$ cat config.mk
export PLATFORM = sky130hd
export DESIGN_NAME = coklu_mux_reg
export DESIGN_NICKNAME = d
export VERILOG_FILES = /design/src/rtl/coklu_mux_reg.sv
export SDC_FILE = /design/constraint.sdc
export NUM_CORES = 1
export LEC_CHECK = 0
export BUFFER_PORTS_ARGS = -buffer_cell sky130_fd_sc_hd__buf_2
export CORE_UTILIZATION = 37
export CTS_CLUSTER_SIZE = 10
export DETAILED_ROUTE_END_ITERATION = 12
export GPL_TIMING_DRIVEN = 0
export HOLD_SLACK_MARGIN = 0.03
export PLACE_DENSITY = 0.64
export SLEW_MARGIN = 25
export SYNTH_ARGS = -nofsm -noshare
export SYNTH_HDL_FRONTEND = slang
export SYNTH_SLANG_ARGS = --single-unit
$ cat constraint.sdc
create_clock -name clk -period 2.4 [get_ports clk]
set_input_delay 0.24 -clock clk [delete_from_list [all_inputs] [get_ports clk]]
set_output_delay 0.24 -clock clk [all_outputs]
set_load 0.005 [all_outputs]
$ cat src/rtl/coklu_mux_reg.sv
// coklu_mux_reg: N-input, W-bit registered multiplexer with valid/ready handshakes.
// One of N input channels is granted, either by explicit index or by round-robin.
// The granted word is forwarded through a one-entry output register.
//
// Ports
//   clk          rising-edge clock
//   rst_n        asynchronous active-low reset
//   i_mode       0 = explicit select via i_sel, 1 = round-robin
//   i_sel        channel index used when i_mode = 0
//   i_in_data    packed channel data, channel i at [i*W +: W]
//   i_in_valid   per-channel valid
//   o_in_ready   per-channel ready, at most one bit high
//   o_out_data   registered selected data
//   o_out_ch     index of the channel held in o_out_data
//   o_out_valid  o_out_data / o_out_ch valid
//   i_out_ready  downstream accepts when high together with o_out_valid
module coklu_mux_reg #(
  parameter int unsigned W  = 8,
  parameter int unsigned N  = 4,
  parameter int unsigned SW = 2
) (
  input  logic           clk,
  input  logic           rst_n,
  input  logic           i_mode,
  input  logic [SW-1:0]  i_sel,
  input  logic [N*W-1:0] i_in_data,
  input  logic [N-1:0]   i_in_valid,
  output logic [N-1:0]   o_in_ready,
  output logic [W-1:0]   o_out_data,
  output logic [SW-1:0]  o_out_ch,
  output logic           o_out_valid,
  input  logic           i_out_ready
);

  typedef enum logic {StEmpty, StFull} state_e;

  state_e        r_state;
  state_e        w_state_next;
  logic          r_active;
  logic [SW-1:0] r_rr_ptr;
  logic [SW-1:0] r_out_ch;
  logic [W-1:0]  r_out_data;

  logic          w_load;
  logic          w_rdy_en;
  logic          w_sel_ok;
  logic          w_rr_found;
  logic [SW-1:0] w_rr_idx;
  logic          w_offer;
  logic          w_gnt;
  logic [SW-1:0] w_gnt_idx;

  // Output register can take a new word when empty or being drained this cycle.
  assign w_load   = (r_state == StEmpty) || i_out_ready;
  // r_active is low through reset and the first edge after release, so no
  // transfer can complete on the release edge.
  assign w_rdy_en = r_active && w_load;
  assign w_sel_ok = (int'(i_sel) < int'(N));

  // Round-robin search starting at r_rr_ptr. Scanning offsets from high to low
  // lets the smallest offset win.
  always_comb begin
    int v_sum;
    v_sum      = 0;
    w_rr_found = 1'b0;
    w_rr_idx   = '0;
    for (int k = int'(N) - 1; k >= 0; k--) begin
      v_sum = int'(r_rr_ptr) + k;
      if (v_sum >= int'(N)) v_sum = v_sum - int'(N);
      if (i_in_valid[SW'(v_sum)]) begin
        w_rr_found = 1'b1;
        w_rr_idx   = SW'(v_sum);
      end
    end
  end

  // In explicit mode ready is offered on sel without looking at its valid,
  // so there is no combinational path from in_valid to in_ready of that channel.
  always_comb begin
    o_in_ready = '0;
    w_gnt_idx  = i_mode ? w_rr_idx : i_sel;
    w_offer    = i_mode ? (w_rdy_en && w_rr_found) : (w_rdy_en && w_sel_ok);
    if (w_offer) o_in_ready[w_gnt_idx] = 1'b1;
    w_gnt = w_offer && i_in_valid[w_gnt_idx];
  end

  always_comb begin
    w_state_next = r_state;
    if (w_load) w_state_next = w_gnt ? StFull : StEmpty;
  end

  always_ff @(posedge clk or negedge rst_n) begin
    if (!rst_n) begin
      r_state <= StEmpty;
    end else begin
      r_state <= w_state_next;
    end
  end

  always_ff @(posedge clk or negedge rst_n) begin
    if (!rst_n) begin
      r_active   <= 1'b0;
      r_rr_ptr   <= '0;
      r_out_ch   <= '0;
      r_out_data <= '0;
    end else begin
      r_active <= 1'b1;
      if (w_gnt) begin
        r_out_data <= i_in_data[w_gnt_idx*W +: W];
        r_out_ch   <= w_gnt_idx;
        if (i_mode) begin
          r_rr_ptr <= (int'(w_gnt_idx) == int'(N) - 1) ? '0 : w_gnt_idx + 1'b1;
        end
      end
    end
  end

  assign o_out_data  = r_out_data;
  assign o_out_ch    = r_out_ch;
  assign o_out_valid = (r_state == StFull);

endmodule
* Word-level counts from Yosys, hierarchy flattened
Index checks and enable logic that the tools add are counted.
Storage, ports and cells: bits of input ports 42, word-level logic and storage cells 65, output and inout port bits 15, register bits 14
Cells by class: add/sub/neg operators 8, muxes and demuxes 33, eq/ne operators 1, shift operators 1, $lt $le $gt $ge 10, reductions and logical operators 6, bitwise gates (word level) 1
Operators with widths (number):
- 32-bit by 6-bit variable part select with 8-bit output | 1
- 2-bit two-way mux | 10
- 2-bit by 4-bit less-than comparator with 1-bit output, second input constant | 4
- 1-bit two-way mux | 16
- 1-bit binary-select mux with 2-bit select | 5
- 3-bit greater-or-equal comparator, second input constant | 3
- 2-bit by 1-bit subtractor with 2-bit output, second input constant | 4
- 2-bit by 2-bit adder with 3-bit output, second input constant | 2
- 1-bit logical AND | 4
- 4-bit two-way mux | 1
- 2-bit by 1-bit adder with 3-bit output, second input constant | 1
- 2-bit by 3-bit greater-or-equal comparator with 1-bit output, second input constant | 1
- 2-bit by 3-bit less-than comparator with 1-bit output, second input constant | 1
- 2-bit by 1-bit adder with 2-bit output, second input constant | 1
- 1-bit demux with 2-bit select | 1
- 2-bit by 1-bit == test with 1-bit output, second input constant | 1
- 2-bit by 1-bit greater-or-equal comparator with 1-bit output, second input constant | 1
- 2-bit AND reduction | 1
- 1-bit logical OR | 1
- 1-bit inverter | 1

* Longest topological paths before layout
Gate-level depths: netlist of the first run.
word-level depth 16, gate-level depth with buffers 10, gate-level depth less buffers 8

* Worst setup path before layout of the first run
Ideal clock, no wire load.
kind register to register, from reg r_rr_ptr[1], to reg r_out_ch[1], in the netlist o_out_ch[1], arrival 2.041 ns, path buffers 2, path slack 0.234 ns, period minus slack after synthesis 2.166 ns, library setup time 0.125 ns, stages on the path, launching flop included 9, required time 2.275 ns, path through dfrtp_1 > buf_2 > nor2b_1 > o21bai_1 > a311o_1 > buf_6 > a32o_1 > a22oi_4 > mux2_2
On the way: longest elaborated chain between the ends 14, elaborated cells between the ends (all ways) 41, those cells by class 7 x add/sub; 4 x order compare; 28 x mux; 2 x reduce/logical
Ends and longest elaborated chain:
- from (decl) | RTL line 40 | logic [SW-1:0] r_rr_ptr;
- from (signal assigned) | RTL line 112 | r_rr_ptr <= (int'(w_gnt_idx) == int'(N) - 1) ? '0 : w_gnt_idx + 1'b1;
- 2-bit by 2-bit adder with 3-bit output | RTL line 68 | v_sum = int'(r_rr_ptr) + k;
- 3-bit greater-or-equal comparator or 2-bit by 1-bit subtractor with 2-bit output (tied branches) | RTL line 69 | if (v_sum >= int'(N)) v_sum = v_sum - int'(N);
- 2-bit two-way mux | RTL line 69
- 1-bit binary-select mux with 2-bit select | RTL line 70 | if (i_in_valid[SW'(v_sum)]) begin
- 1-bit two-way mux (implied by the code) (2 in series) | RTL line 70
- 2-bit two-way mux (4 in series) | RTL line 70
- 2-bit two-way mux | RTL line 81 | w_gnt_idx = i_mode ? w_rr_idx : i_sel;
- 1-bit binary-select mux with 2-bit select | RTL line 84 | w_gnt = w_offer && i_in_valid[w_gnt_idx];
- 1-bit two-way mux (implied by the code) | RTL line 84
- 1-bit logical AND | RTL line 84
- to (signal assigned) | RTL line 110 | r_out_ch <= w_gnt_idx;
- to (decl) | RTL line 41 | logic [SW-1:0] r_out_ch;
Parallel ways exist; a longest one is shown, timed or not. The select of a mux whose other input is x is not followed. A chain may end at the register's enable or synchronous reset.

* Worst setup path in the final report of the first run
from reg r_rr_ptr[1], to out o_in_ready[2]
On the way: longest elaborated chain between the ends 16, elaborated cells between the ends (all ways) 44, those cells by class 7 x add/sub; 6 x order compare; 29 x mux; 2 x reduce/logical
Ends and longest elaborated chain:
- 2-bit by 2-bit adder with 3-bit output | RTL line 68
- 3-bit greater-or-equal comparator or 2-bit by 1-bit subtractor with 2-bit output (tied branches) | RTL line 69
- 2-bit two-way mux | RTL line 69
- 1-bit binary-select mux with 2-bit select | RTL line 70
- 1-bit two-way mux (implied by the code) (2 in series) | RTL line 70
- 2-bit two-way mux (3 in series) | RTL line 70
- 2-bit two-way mux * | RTL line 70
- 2-bit two-way mux * | RTL line 81
- via w_gnt_idx[0] | RTL line 51 | logic [SW-1:0] w_gnt_idx;
- 2-bit by 3-bit less-than comparator with 1-bit output (implied by the code) or 2-bit by 1-bit greater-or-equal comparator with 1-bit output (tied branches) | RTL line 83 | if (w_offer) o_in_ready[w_gnt_idx] = 1'b1;
- 1-bit logical AND (implied by the code) | RTL line 83
- 1-bit two-way mux (implied by the code) | RTL line 83
- 1-bit demux with 2-bit select * | RTL line 83
- 4-bit two-way mux * | RTL line 83
- to (decl) | RTL line 28 | output logic [N-1:0] o_in_ready,
Mark *: on every way through the listed nets, which the timed path passes. The rest lies on a longest branch. The select of a mux whose other input is x is not followed.

==> reports/metrics.cfg, run 1 <==
[drt]
vias_per_cell=5.46
drt_drc_violations_left=0
drt_iter0_markers=69
routedWlPerCell_microns=14.3
dr.pass1.iters=4
ant_nets=0
vias=1306
wl_mm=3.41

[setup_path]
worstPathRequired_ns=2.16
slowest_delay_ns=0.43
crit_family=compound AO/OA/AOI/OAI gates
startpoint_type=flip-flop
ff2ff_path_depth=6
cp_max_fo=10
crit_cells=10
cp_common_cell=inv_1
crit_path_cell_trace=buf_4 > inv_1 > a211o_1 > a21oi_2 > o22a_2 > inv_6 > ha_1 > inv_1 > nor2_1 > buf_2
crit_buf_inv=5
cp-end-kind=primary output
crit_slowest_cell=dfrtp_2
path_class=flip-flop to primary output
arrival_ns=2.12

[flow_run]
maxCapViolations=0

[clock_network]
clk_latency_ns=0.26
cts_tree=built
cts.clk_slew.worst_paths_ns=0.08
cts_sinks=14
cts.root.buffer_cell=clkbuf_4
clockBufferDepth=2
numCtsBuffers=3
h-tree-depth=1

[die]
pin_count=57
die_area_sq_um=3430
fp-row-count=20
chipWidth_microns=58.6
die_height_microns=58.6
coreArea_sq_um=3050
start_util=0.388

[synthesis]
synth.largest_area_cell=dfrtp_1
avgSynthCellArea_sq_um=9.04
synth_edf_count=0
async_flop_share=1.00
synthDistinctLibCells=37
synth_common_cells=a32oi_1, and2_1, dfrtp_1
synth_area_leaders=dfrtp_1, a32oi_1, and2_1
synth_area_sq_um=1180
ys.flop_type=dfrtp_1
ys_ff_latch=14
synth_top_area_frac=0.296
ys_warn_count=0
synth_fp_nets=175
synth_seq_area_share=0.296
yosysMostFrequentCell=a32oi_1
synthCells=131

[finish]
fin_area_sq_um=1650
n_antenna_cell=0
nets=241
area_growth_pct=38.9
finalNonFillerCells=239
drive_gt1_frac=0.456
utilization=0.539
regArea_sq_um=353
fillers=314
multi_input_area_sq_um=815

[timing]
fmax_mhz=423
rsz0062_at_grt=true
min_period_ns=2.36
hold_violations=0
tightest_slew_ns=0.509
tns_ns=0
post-route-period-util=0.984
relSlewSlack=0.661
finalSetupViolations=0
fin_skew_ns=0.00301
final_max_slew_viol_count=0

[placement]
dp_hpwl_mm=2.55
port_buffers=55
place_inst=230
place_area_sq_um=1520
gp_congestion=0.830

[power]
pwr_density_cell_nw_per_um2=735
p_leak_nw=0.776
peakVddDrop_mv=0.416

[min_path]
min_path_cells=3
hold_path.class=primary input to flip-flop

[global_route]
overflow=0
grt_pass1_vias=1145
grt_antenna_before_repair=0
grt_usage=0.197
grt_max_degree=15
grt_first_pass_wirelength_mm=5.23

[run_status]
outcome=completed

## layout make-up
cell class | instances | area share
multi-input cells | 102 | 0.495
flip-flops and latches | 14 | 0.214
repair buffers | 63 | 0.205
well taps | 44 | 0.0335
plain buffers | 6 | 0.0190
inverters | 7 | 0.0190
clock buffers | 3 | 0.0137
## cell usage in the layout (no fill, tap or decap), types with 5 or more instances in the layout
cell type  instances
mux2i_1            8
mux2_2             9
and2_1            17
inv_1              5
nand2_1            7
dfrtp_1           12
buf_4              7
buf_2             55
a32oi_1           17
## through the flow
step | hold slack (ns) | total power [mW] | setup WS (ns)
after global placement | 0.142 | 0.996 | 0.0153
after global routing | 0.258 | 1.31 | -0.0614
final | 0.238 | 1.21 | 0.0376
after CTS | 0.232 | 1.17 | 0.00272
after floorplan | -0.0556 | 0.788 | 0.234
after detailed placement | 0.150 | 1.01 | -0.0278
## flip-flops by register name (all words and copies together), names as in the netlist
register     flops
o_out_data       8
o_out_ch         2
r_rr_ptr         2
o_out_valid      1
r_active         1
## worst paths after layout
check / endpoint / startpoint / slack (ns)
max in group asynchronous: r_rr_ptr[1]$_DFFE_PN0P_ / rst_n / 1.76
max: o_in_ready[2] / r_rr_ptr[1]$_DFFE_PN0P_ / 0.04
max reg2reg: o_out_data[4]$_DFFE_PN0P_ / r_rr_ptr[1]$_DFFE_PN0P_ / 0.11
min: o_out_valid$_DFFE_PN0N_ / i_out_ready / 0.24
min reg2reg: o_out_valid$_DFFE_PN0N_ / o_out_valid$_DFFE_PN0N_ / 0.51
min in group asynchronous: o_out_valid$_DFFE_PN0N_ / rst_n / 0.39
## logic make-up (layout without fill, tap and decap cells)
kind of cell	after synthesis	count (layout)	synth area share
AO/OA/AOI/OAI	43	43	0.291
AND/OR/NAND/NOR	39	39	0.180
multiplexers	17	17	0.153
buffers and inverters	15	79	0.0560
flip-flops	14	14	0.296
adder cells (fa/ha/maj)	2	2	0.0211
other	1	1	0.00316
## where the power goes
group	switching [mW]	internal, mW	total (mW)
clock	0.0647	0.0579	0.123
combinational	0.336	0.343	0.679
sequential	0.0690	0.339	0.408
## worst reg2reg max path, stage by stage, from the launching register on
cell     delay, ns
dfrtp_2       0.45
a41o_1        0.25
a311o_1       0.34
buf_6         0.17
a32o_1        0.25
a22oi_4       0.33
mux2_2        0.39
## per-layer routing
layer | part of all wire | track usage | vias up
met5 | 0 | 0 | -
met4 | 0.018 | 0.0782 | 0
met3 | 0.048 | 0.0176 | 8
met2 | 0.50 | 0.315 | 41
met1 | 0.44 | 0.277 | 621
li1 | - | - | 636
## repair_timing
action | CTS | global route
setup buffers | 3 | 4
hold buffers | 1 | 0
hold endpoints to repair | 14 | 0
endpoints found under the setup margin | 13 | 14
pin swaps | 3 | 3
gates resized for setup | 8 | 13
gates cloned | 0 | 0
No activity file was read; power rests on OpenSTA's default activity.
==> run 2, diff against run 1 <==
==> constraint.sdc (replaced) <==
create_clock -name clk -period 2.4 [get_ports clk]
set_input_delay 0.12 -clock clk [delete_from_list [all_inputs] [get_ports clk]]
set_output_delay 0.12 -clock clk [all_outputs]
set_load 0.005 [all_outputs]
==> run 2 against run 1 <==
Net effect:
- via count up 1.4%
- wire length decreased by 1.3%
- sequential power decreased by 1%
- cell area increased by 0.76%
- critical path depth up 1
- power is 0.85% higher
- die area unchanged
- final cell count up 0.84%
- largest power group unchanged
- fmax increased by 3.6%
==> reports/metrics.cfg, run 2 (synthesized netlist as in run 1, its figures left out) <==
[finish]
fin_area_sq_um=1660  ; +0.76%
area_growth_pct=39.9
nets=243  ; +0.83%
multi_input_area_sq_um=797  ; -2.2%
regArea_sq_um=352  ; -0.35%
n_antenna_cell=0  ; unchanged
largest_register_ffs=8  ; unchanged
drive_gt1_frac=0.447  ; -0.00971
final_cell_mix=buf_2, and2_1, a32oi_1
finalNonFillerCells=241  ; +0.84%
fillers=314  ; unchanged
layout_commonest_cell=buf_2

[setup_path]
worstPathRequired_ns=2.28  ; +0.12 ns
slowest_delay_ns=0.45  ; +0.02 ns
rr_endpoint=o_out_data[4]$_DFFE_PN0P_
cp_common_cell=buf_6
crit_path_cell_trace=buf_4 > nand2_1 > a32oi_2 > a311o_1 > buf_6 > buf_6 > nand2_4 > ha_1 > inv_1 > nor2_1 > buf_2
crit_slowest_cell=dfrtp_2
ff2ff_path_depth=9  ; +3
path_class=flip-flop to primary output
rr_startpoint=r_rr_ptr[1]$_DFFE_PN0P_
regToRegSetupSlack_ns=0.16  ; +0.05 ns
cp_max_fo=10  ; unchanged
startpoint_type=flip-flop
arrival_ns=2.16  ; +0.04 ns
crit_family=buffers and inverters
cp-end-kind=primary output
crit_buf_inv=5  ; unchanged

[clock_network]
cts_tree=built
cts.root.buffer_cell=clkbuf_4
cts.clk_slew.worst_paths_ns=0.08  ; about the same
h-tree-depth=1  ; unchanged
clockBufferDepth=2  ; unchanged
clk_latency_ns=0.27  ; about the same
numCtsBuffers=3  ; unchanged
cts_sinks=14  ; unchanged

[drt]
vias=1324  ; +1.4%
drt_iter0_markers=72  ; +4.3%
routedWlPerCell_microns=14.0  ; -2.1%
drt_drc_violations_left=0  ; unchanged
wl_mm=3.36  ; -1.3%
dr.pass1.iters=4  ; unchanged
vias_per_cell=5.49  ; +0.54%
ant_nets=0  ; unchanged

[power]
p_leak_nw=0.791  ; +2.0%
pwr-share-seq=0.331  ; -0.006
peakVddDrop_mv=0.430  ; +3.3%
internal_power_mw=0.754  ; +1.8%
p_clk_frac=0.101  ; about the same
p_comb_frac=0.569  ; +0.008
switchingPower_mw=0.466  ; -0.70%
pwr_density_cell_nw_per_um2=736  ; about the same
switching_share=0.382  ; -0.00599

[timing]
min_period_ns=2.28  ; -0.0820 ns
post-route-period-util=0.950  ; -0.0342
tightest_slew_ns=0.731  ; +0.222 ns
fin_skew_ns=0.00326  ; +0.000253 ns
relSlewSlack=0.512  ; -0.149
final_max_slew_viol_count=0  ; unchanged
fmax_mhz=439  ; +3.6%
hold_violations=0  ; unchanged
tns_ns=0  ; unchanged
hold_slack_ns=0.117  ; -0.120 ns
finalSetupViolations=0  ; unchanged
layout_setup_ws_ns=0.120  ; +0.0820 ns

[die]
die_height_microns=58.6  ; unchanged
die_area_sq_um=3430  ; unchanged
coreArea_sq_um=3050  ; unchanged
start_util=0.388  ; unchanged
pin_count=57  ; unchanged
fp-row-count=20  ; unchanged
chipWidth_microns=58.6  ; unchanged

[placement]
gp_congestion=0.830  ; unchanged
dp_hpwl_mm=2.55  ; unchanged
place_inst=230  ; unchanged
pre_cts_ws_ns=-0.0190  ; +0.00882 ns
port_buffers=55  ; unchanged
place_area_sq_um=1520  ; unchanged

[global_route]
overflow=0  ; unchanged
grt_usage=0.195  ; -0.00233
grt_first_pass_wirelength_mm=5.18  ; -1.1%
grt_max_degree=15  ; unchanged
grt_antenna_before_repair=0  ; unchanged
grt_pass1_vias=1133  ; -1.0%

[min_path]
hold_path.class=primary input to flip-flop
min_to=o_out_valid$_DFFE_PN0N_
hp-start=i_out_ready
min_path_cells=3  ; unchanged

[run_status]
outcome=completed

[flow_run]
maxCapViolations=0  ; unchanged

-- run 2: cell count changes in the layout (fill, tap and decap cells not counted), sizes merged --
cell  previous run  this run
buf             63        65
-- run 2: per-stage QoR --
step | power (mW) | util
finish | 1.22 | 0.543
global route | 1.32 | 0.543
CTS | 1.16 | 0.516
detailed placement | 1.01 | 0.496
global placement | 0.996 | 0.496
floorplan | 0.788 | -
-- run 2: how the worst max path moves through the flow --
stage,from,end,slack (ns),cells past startpoint
final,r_rr_ptr[1]$_DFFE_PN0P_,o_in_ready[2],0.12,11
after CTS,r_rr_ptr[1]$_DFFE_PN0P_,o_in_ready[2],0.006,11
after detailed placement,r_rr_ptr[1]$_DFFE_PN0P_,o_out_data[6]$_DFFE_PN0P_,-0.02,7
after global routing,r_rr_ptr[1]$_DFFE_PN0P_,o_in_ready[2],-0.002,11
after global placement,r_rr_ptr[1]$_DFFE_PN0P_,o_out_data[6]$_DFFE_PN0P_,0.04,6
after floorplan,r_rr_ptr[1]$_DFFE_PN0P_,o_out_ch[1]$_DFFE_PN0P_,0.23,8
-- run 2: cell type report --
type	instances	share of cell area
multi-input cells	102	0.481
inverters	7	0.0189
plain buffers	7	0.0257
clock buffers	3	0.0136
repair buffers	64	0.216
well taps	44	0.0332
flip-flops and latches	14	0.212
-- run 2: routing by layer --
layer,GRT usage,part of all wire
met4,0.0782,0.018
met1,0.271,0.42
met3,0.0176,0.060
met5,0,0
met2,0.314,0.50
-- run 2: power by group through the flow --
stage | Clock [mW] | Sequential [mW] | Combinational [mW]
after floorplan | 0 | 0.398 | 0.390
after CTS | 0.131 | 0.391 | 0.638
final | 0.123 | 0.403 | 0.694
after global routing | 0.138 | 0.416 | 0.766
after global placement | 0 | 0.392 | 0.604
after detailed placement | 0 | 0.394 | 0.617
-- run 2: worst register-to-register path: stages (launching register included) --
cell and delay, ns:
dfrtp_2 0.45, buf_4 0.17, nand2_1 0.07, a32oi_2 0.08, a311o_1 0.35, buf_6 0.14
a32o_1 0.24, a22oi_4 0.15, buf_12 0.15, mux2_2 0.34
-- run 2: repair_timing --
action,4_1_cts,5_1_grt
pin swaps,1,5
buffers inserted,2,6
resized for setup,5,14
endpoints found under the setup margin,13,13
hold buffers,1,0
endpoints found under the hold margin,14,0
==> run 3, diff against run 2 <==
Settings changed: CTS_BUF_LIST set to sky130_fd_sc_hd__clkbuf_16.
==> run 3 against run 2 <==
Net effect:
- core utilization rose by 1.0 points
- cell area increased by 1.9%
- die area unchanged
- sequential share of layout area decreased by 0.47 points
- critical path type unchanged
==> reports/metrics.cfg, run 3 (synthesized netlist as in run 1, its figures left out) <==
[finish]
final_cell_mix=buf_2, and2_1, a32oi_1
area_growth_pct=42.6
nets=241  ; -0.82%
drive_gt1_frac=0.436  ; -0.0108
fillers=309  ; -1.6%
largest_register_ffs=8  ; unchanged
n_antenna_cell=0  ; unchanged
layout_commonest_cell=buf_2

[global_route]
grt_max_degree=15  ; unchanged
grt_antenna_before_repair=0  ; unchanged
grt_usage=0.201  ; +0.00605
grt_first_pass_wirelength_mm=5.20  ; +0.39%
grt_pass1_vias=1116  ; -1.5%
overflow=0  ; unchanged

[setup_path]
cp_common_cell=buf_2
crit_buf_inv=5  ; unchanged
crit_slowest_cell=dfrtp_1
slowest_delay_ns=0.35  ; -0.10 ns
cp_max_fo=10  ; unchanged
arrival_ns=2.22  ; +0.06 ns
crit_family=buffers and inverters
cp-end-kind=primary output
worstPathRequired_ns=2.28  ; about the same
crit_path_cell_trace=buf_2 > a41o_1 > a311o_1 > buf_6 > buf_4 > nand2_4 > ha_1 > inv_1 > nor2_1 > buf_2
startpoint_type=flip-flop
path_class=flip-flop to primary output

[power]
p_leak_nw=0.805  ; +1.7%
pwr_density_cell_nw_per_um2=816  ; +11%
peakVddDrop_mv=0.587  ; +37%

[timing]
min_period_ns=2.34  ; +0.0582 ns
layout_setup_ws_ns=0.0614  ; -0.0582 ns
rsz0062_at_grt=true
hold_slack_ns=0.153  ; +0.0356 ns
fmax_mhz=428  ; -2.5%
fin_skew_ns=0.000655  ; -0.00261 ns
hold_violations=0  ; unchanged
final_max_slew_viol_count=0  ; unchanged
finalSetupViolations=0  ; unchanged
post-route-period-util=0.974  ; +0.0243

[placement]
pre_cts_ws_ns=-0.0190  ; unchanged
gp_congestion=0.830  ; unchanged
port_buffers=55  ; unchanged
dp_hpwl_mm=2.55  ; unchanged

[die]
chipWidth_microns=58.6  ; unchanged
die_height_microns=58.6  ; unchanged
start_util=0.388  ; unchanged
fp-row-count=20  ; unchanged
pin_count=57  ; unchanged
die_area_sq_um=3430  ; unchanged
coreArea_sq_um=3050  ; unchanged

[drt]
ant_nets=0  ; unchanged
vias_per_cell=5.44  ; -0.91%
dr.pass1.iters=4  ; unchanged
drt_drc_violations_left=0  ; unchanged
vias=1301  ; -1.7%
drt_iter0_markers=83  ; +15%
wl_mm=3.39  ; +0.68%
routedWlPerCell_microns=14.2  ; +1.5%

[clock_network]
cts_sinks=14  ; unchanged
numCtsBuffers=3  ; unchanged
h-tree-depth=1  ; unchanged
clockBufferDepth=2  ; unchanged
cts.clk_slew.worst_paths_ns=0.04  ; -0.04 ns
clk_latency_ns=0.24  ; -0.03 ns
cts_tree=built
cts.root.buffer_cell=clkbuf_16

[flow_run]
maxCapViolations=0  ; unchanged

[run_status]
outcome=completed

[min_path]
hold_path.class=primary input to flip-flop

-- run 3: report_power, final --
part	switching (mW)	leakage (nW)	total (mW)	internal [mW]
Clock	0.0842	0.0370	0.301	0.217
Combinational	0.342	0.601	0.685	0.343
Sequential	0.0557	0.167	0.393	0.338
-- run 3: cell type report --
| class | instances | area, sq um | share of cell area |
|---|---|---|---|
| multi-input combinational | 102 | 798 | 0.473 |
| sequential | 14 | 350 | 0.207 |
| timing repair buffer | 61 | 335 | 0.199 |
| clock buffer | 3 | 75.1 | 0.0444 |
| tap | 44 | 55.1 | 0.0326 |
| buffer | 8 | 43.8 | 0.0259 |
| inverter | 7 | 31.3 | 0.0185 |
-- run 3: worst paths after layout --
check / cells past startpoint / to / from / slack [ns]
max: 10 / o_in_ready[2] / r_rr_ptr[1]$_DFFE_PN0P_ / 0.06
min: 3 / o_out_valid$_DFFE_PN0N_ / i_out_ready / 0.15
max reg2reg: 8 / o_out_data[6]$_DFFE_PN0P_ / r_rr_ptr[1]$_DFFE_PN0P_ / 0.13
min reg2reg: 1 / o_out_data[4]$_DFFE_PN0P_ / o_out_data[4]$_DFFE_PN0P_ / 0.50
max in group asynchronous: 2 / o_out_data[6]$_DFFE_PN0P_ / rst_n / 1.86
min in group asynchronous: 2 / o_out_valid$_DFFE_PN0N_ / rst_n / 0.30
-- run 3: per-stage QoR --
| stage | TNS [ns] | util | power (mW) | instance area (sq um) | cells |
|---|---|---|---|---|---|
| global placement | 0 | 0.496 | 0.996 | 1520 | 230 |
| floorplan | 0 | - | 0.788 | 1180 | 131 |
| detailed placement | -0.104 | 0.496 | 1.01 | 1520 | 230 |
| CTS | 0 | 0.531 | 1.33 | 1620 | 236 |
| global route | -0.103 | 0.553 | 1.48 | 1690 | 239 |
| finish | 0 | 0.553 | 1.38 | 1690 | 239 |
-- run 3: layer usage --
metal  vias up  global-route usage  wire [microns]
li1        635                   -               -
met2        42               0.302            1650
met3         7              0.0440             184
met1       617               0.278            1500
met5         -                   0               0
met4         0              0.0884              57
-- run 3: timing repair --
| action | 4_1_cts | 5_1_grt |
|---|---|---|
| buffers inserted | 2 | 3 |
| hold endpoints to repair | 14 | 0 |
| pin swaps | 1 | 3 |
| resized for setup | 3 | 11 |
| setup endpoints to repair | 13 | 13 |
| hold buffers | 1 | 0 |
-- run 3: tightest hold or removal path: stages --
cell      delay [ns]
buf_2           0.07
nand2b_1        0.10
nand2_1         0.05
